<file path="src/rtl/fetch_unit.sv">
// Instruction-fetch stage: owns the PC, reads the combinational I-cache, predicts JAL
// statically and queues {pc, instr, pred_taken} entries for decode.
module fetch_unit #(
    parameter int          DEPTH    = 4,
    parameter logic [31:0] RESET_PC = 32'h0000_0000
) (
    input  logic                     clk,
    input  logic                     reset,
    output logic [31:0]              icache_addr,
    input  logic [31:0]              icache_instr,
    input  logic                     redirect_valid,
    input  logic [31:0]              redirect_pc,
    output logic                     dec_valid,
    input  logic                     dec_ready,
    output logic [31:0]              dec_pc,
    output logic [31:0]              dec_instr,
    output logic                     dec_pred_taken,
    output logic [$clog2(DEPTH):0]   fq_count
);

    localparam int PTR_W = $clog2(DEPTH);
    localparam int CNT_W = PTR_W + 1;

    logic [31:0]      pc;
    logic [PTR_W-1:0] rd_ptr;
    logic [PTR_W-1:0] wr_ptr;
    logic [CNT_W-1:0] count;

    logic [31:0] pc_mem    [DEPTH];
    logic [31:0] instr_mem [DEPTH];
    logic        taken_mem [DEPTH];

    logic        push;
    logic        pop;
    logic        is_jal;
    logic [31:0] pc_next;

    function automatic logic signed [31:0] imm_j(input logic [31:0] instr);
        return {{11{instr[31]}}, instr[31], instr[19:12], instr[20], instr[30:21], 1'b0};
    endfunction

    assign icache_addr    = pc;
    assign dec_valid      = (count != '0);
    assign fq_count       = count;
    assign dec_pc         = pc_mem[rd_ptr];
    assign dec_instr      = instr_mem[rd_ptr];
    assign dec_pred_taken = taken_mem[rd_ptr];

    // A full queue can still take a fetch when decode drains the head in the same cycle.
    assign pop     = dec_valid && dec_ready;
    assign push    = !redirect_valid && ((count < CNT_W'(DEPTH)) || pop);
    assign is_jal  = (icache_instr[6:0] == 7'b1101111);
    assign pc_next = is_jal ? (pc + $unsigned(imm_j(icache_instr))) : (pc + 32'd4);

    always_ff @(posedge clk or negedge reset) begin
        if (!reset) begin
            pc     <= RESET_PC;
            rd_ptr <= '0;
            wr_ptr <= '0;
            count  <= '0;
            for (int i = 0; i < DEPTH; i++) begin
                pc_mem[i]    <= '0;
                instr_mem[i] <= '0;
                taken_mem[i] <= 1'b0;
            end
        end else if (redirect_valid) begin
            // Redirect squashes everything queued, including a pop decode attempted this cycle.
            pc     <= redirect_pc & 32'hFFFF_FFFC;
            rd_ptr <= '0;
            wr_ptr <= '0;
            count  <= '0;
        end else begin
            if (push) begin
                pc_mem[wr_ptr]    <= pc;
                instr_mem[wr_ptr] <= icache_instr;
                taken_mem[wr_ptr] <= is_jal;
                wr_ptr            <= wr_ptr + PTR_W'(1);
                pc                <= pc_next;
            end
            if (pop) begin
                rd_ptr <= rd_ptr + PTR_W'(1);
            end
            if (push && !pop) begin
                count <= count + CNT_W'(1);
            end else if (pop && !push) begin
                count <= count - CNT_W'(1);
            end
        end
    end

endmodule
</file>
<file path="config.mk">
export PLATFORM = sky130hd
export DESIGN_NAME = fetch_unit
export DESIGN_NICKNAME = d
export VERILOG_FILES = /design/src/rtl/fetch_unit.sv
export SDC_FILE = /design/constraint.sdc
export NUM_CORES = 1
export LEC_CHECK = 0
export ABC_CLOCK_PERIOD_IN_PS = 3000
export BUFFER_PORTS_ARGS = -buffer_cell sky130_fd_sc_hd__clkbuf_2
export CELL_PAD_IN_SITES_DETAIL_PLACEMENT = 1
export CELL_PAD_IN_SITES_GLOBAL_PLACEMENT = 1
export CORE_MARGIN = 1
export CORE_UTILIZATION = 40
export CTS_BUF_LIST = sky130_fd_sc_hd__clkbuf_16
export DETAILED_ROUTE_END_ITERATION = 10
export PLACE_DENSITY = 0.8
export SLEW_MARGIN = 10
export SYNTH_ARGS = -nofsm -noshare
export SYNTH_HDL_FRONTEND = slang
export SYNTH_SLANG_ARGS = --single-unit
</file>
<file path="constraint.sdc">
create_clock -name clk -period 3 [get_ports clk]
set_input_delay 0.6 -clock clk [delete_from_list [all_inputs] [get_ports clk]]
set_output_delay 0.6 -clock clk [all_outputs]
set_load 0.02 [all_outputs]
</file>
==> impl_metrics.env <==
export IMPL_dpl_cell_area_sq_um=17300
export IMPL_finalWirelength_microns=45400
export IMPL_ir_drop_v=0.000529
export IMPL_io_pin_count=169
export IMPL_yosysTopAreaCell="dfrtp_1"
export IMPL_htreeDepth=2
export IMPL_core_region_area_sq_um=36900
export IMPL_leakage_nw=8.22
export IMPL_cap_violations=0
export IMPL_synth_area_per_cell_sq_um=12.3
export IMPL_drt_iter0_drc=634
export IMPL_place_congestion=0.871
export IMPL_layout_setup_ws_ns=0.0599
export IMPL_grt_pass1_vias=12500
export IMPL_port_buffers=164
export IMPL_rrSetupSlack_ns=0.06
export IMPL_final_cells=1989
export IMPL_cts_made_buffers=35
export IMPL_firstDrtPassIters=4
export IMPL_cts_root_buf="clkbuf_16"
export IMPL_fmax_ghz=0.340
export IMPL_chipHeight_microns=196
export IMPL_cp_slowest_cell="dfrtp_1"
export IMPL_track_usage_pct=24.0
export IMPL_clockPowerShare_pct=22.1
export IMPL_rsz0062_at_grt="true"
export IMPL_num_vias=11200
export IMPL_dieWidth_microns=196
export IMPL_power_internal_mw=11.6
export IMPL_synthTopCellsByArea="dfrtp_1, mux2_2, mux4_2"
export IMPL_finalNetCount=1566
export IMPL_finalMaxSlewViolations=0
export IMPL_sw_frac_of_total_pct=34.9
export IMPL_grt_start_max_net_pins=82
export IMPL_reg2reg_from="icache_addr[7]"
export IMPL_crit_required_ns=3.43
export IMPL_crit_start="icache_addr[7]"
export IMPL_initial_core_util_pct=41.0
export IMPL_routedWlPerCell_microns=22.8
export IMPL_reg2reg_to="icache_addr[29]"
export IMPL_row_count=70
export IMPL_design_area_sq_um=18500
export IMPL_n_antenna_cell=0
export IMPL_drive_above_1_share_pct=44.0
export IMPL_clk_pin_slew_ns=0.06
export IMPL_synth_top_area_share_pct=48.7
export IMPL_fin_util_pct=50.1
export IMPL_dp_slack_ns=-0.420
export IMPL_cts_buffer_depth=3
export IMPL_min_path_type="input pin to asynchronous set/reset pin"
export IMPL_status="finished, final reports clean"
export IMPL_cp_max_fo=3
export IMPL_grt_overflow=0
export IMPL_async_flop_share_pct=100
export IMPL_route_detailed_drc=0
export IMPL_multi_input_area_sq_um=7530
export IMPL_hold_slack_ns=0.0959
export IMPL_clock_skew_ns=0.0198
export IMPL_die_area_sq_um=38600
export IMPL_ys_seq_area_share_pct=48.7
export IMPL_power_density_nw_per_um2=962
export IMPL_pwr_share_comb_pct=40.2
export IMPL_hold_buffers=0
export IMPL_reg2regPathDepth=11
export IMPL_place_inst=1925
export IMPL_synth_seq_cells=294
export IMPL_cts_sinks=294
export IMPL_area_delta_synth_final_pct=22.2
export IMPL_worst_pin_slew_ns=1.25
export IMPL_seqPwrFrac_pct=37.7
export IMPL_fillerInstances=3839
export IMPL_power_switching_mw=6.21
export IMPL_path_cells="ha_4 -> a211oi_4 -> nor3_2 -> a2111oi_4 -> a21oi_4 -> buf_4 -> o211ai_4 -> a21oi_1 -> o311a_1 -> o41ai_2 -> mux2_2"
export IMPL_critPathCaptureType="flop"
export IMPL_slew_headroom_pct=16.1
export IMPL_setup_viol=0
export IMPL_viasPerCell=5.64
export IMPL_hold_violations=0
export IMPL_synthTopCellsByCount="dfrtp_1, mux2_2, nand2_1, o21ai_0, mux4_2"
export IMPL_path_class="flop to flop"
export IMPL_ys_types=68
export IMPL_fin_tns_setup_ns=0
export IMPL_endpoint="icache_addr[29]"
export IMPL_synth_edf_count=0
export IMPL_antenna_found_initial=2
export IMPL_clk_insertion_delay_late_ns=0.51
export IMPL_crit_arrival_ns=3.37
export IMPL_min_period_ns=2.94
export IMPL_regArea_sq_um=7360
export IMPL_yosysWarnings=0
export IMPL_p_total_mw=17.8
export IMPL_synth_most_common_cell="dfrtp_1"
export IMPL_synth_ff_type="dfrtp_1"
export IMPL_slowest_delay_ns=0.42
export IMPL_fin_crit_sh_pct=98.0
export IMPL_ant_nets=0
export IMPL_dp_hpwl_microns=31800
export IMPL_grt_pass1_wl_microns=71800
export IMPL_cts_tree="yes"
export IMPL_netlist_instances=1228
export IMPL_netlist_area_sq_um=15100
export IMPL_worstSetupStartpointType="flop"
[repair_timing]
action	CTS	global route
pin swaps	1	8
endpoints found under the setup margin	4	10
gates resized for setup	2	21
buffers inserted	0	3
[layout make-up]
type	count	area share [%]
Multi-Input combinational cell	835	40.7
Sequential cell	294	39.9
Timing Repair Buffer	280	10.0
Clock buffer	37	5.01
Tap cell	504	3.41
Clock inverter	24	0.657
Inverter	15	0.305
[power by group through the flow]
| stage | Sequential (mW) | Clock [mW] | Combinational [mW] |
|---|---|---|---|
| after floorplan | 6.40 | 0 | 4.94 |
| after global placement | 6.50 | 0 | 6.90 |
| after detailed placement | 6.73 | 0 | 7.16 |
| after CTS | 6.70 | 4.01 | 7.21 |
| after global routing | 6.91 | 4.15 | 7.67 |
| final | 6.70 | 3.92 | 7.15 |
[flip-flops by register name (all words and copies together), names as in the netlist]
name / cells
fq_count: 3
icache_addr: 31
instr_mem: 128
pc_mem: 124
rd_ptr: 2
taken_mem: 4
wr_ptr: 2
[routing by layer]
metal | global-route usage, % | up-vias | wire, microns
met2 | 42.3 | 235 | 23300
met3 | 3.47 | 85 | 1790
met4 | 7.32 | 0 | 1430
li1 | - | 5022 | -
met1 | 30.4 | 5882 | 18900
met5 | 0 | - | 0
[critical path, delay by kind of cell (launching register included)]
| family | cells | cell delay, ns |
|---|---|---|
| AND/OR/NAND/NOR | 1 | 0.10 |
| multiplexers | 1 | 0.19 |
| adder cells (fa/ha/maj) | 1 | 0.27 |
| AO/OA/AOI/OAI | 7 | 1.72 |
| flip-flops | 1 | 0.42 |
| buffers and inverters | 1 | 0.17 |
[worst min-delay path by stage]
stage / cells after the start / slack, ns / to / from
2_1_floorplan: 0 / 0.30 / fq_count[0] / reset
3_3_place_gp: 2 / 0.46 / pc_mem[115] / pc_mem[115]
3_5_place_dp: 2 / 0.47 / pc_mem[7] / pc_mem[7]
4_1_cts: 1 / 0.11 / instr_mem[62] / reset
5_1_grt: 1 / 0.14 / instr_mem[62] / reset
6_report: 1 / 0.1 / instr_mem[62] / reset
[layout by cell type, fill, tap and decap left out, types with 5 or more instances in the layout]
cell,instances
a21o_1,16
a21oi_1,50
a22oi_1,5
a31oi_1,10
and3_1,6
buf_12,12
buf_4,104
clkbuf_16,37
clkbuf_2,163
clkinv_1,10
dfrtp_1,292
ha_1,30
inv_1,26
mux2_2,238
mux4_2,64
nand2_1,85
nand2b_1,5
nand3_1,27
nand4_1,10
nor2_1,59
nor2b_1,6
nor3_1,19
o21a_1,5
o21ai_0,80
o221ai_1,6
o22ai_1,7
or3_1,5
xnor2_1,15
xor2_1,9
[cell families after synthesis]
logic type / Yosys count / synth area share (%)
other: 1 / 0.0248
and+or+nand+nor: 242 / 7.30
AOI/OAI and AO/OA: 227 / 9.49
muxes: 303 / 27.3
xor gates and xnor gates: 24 / 1.39
buffers and inverters: 100 / 2.62
adders and majority gates: 37 / 3.16
DFF: 294 / 48.7
Note: power is estimated with default switching activity, not from simulation.
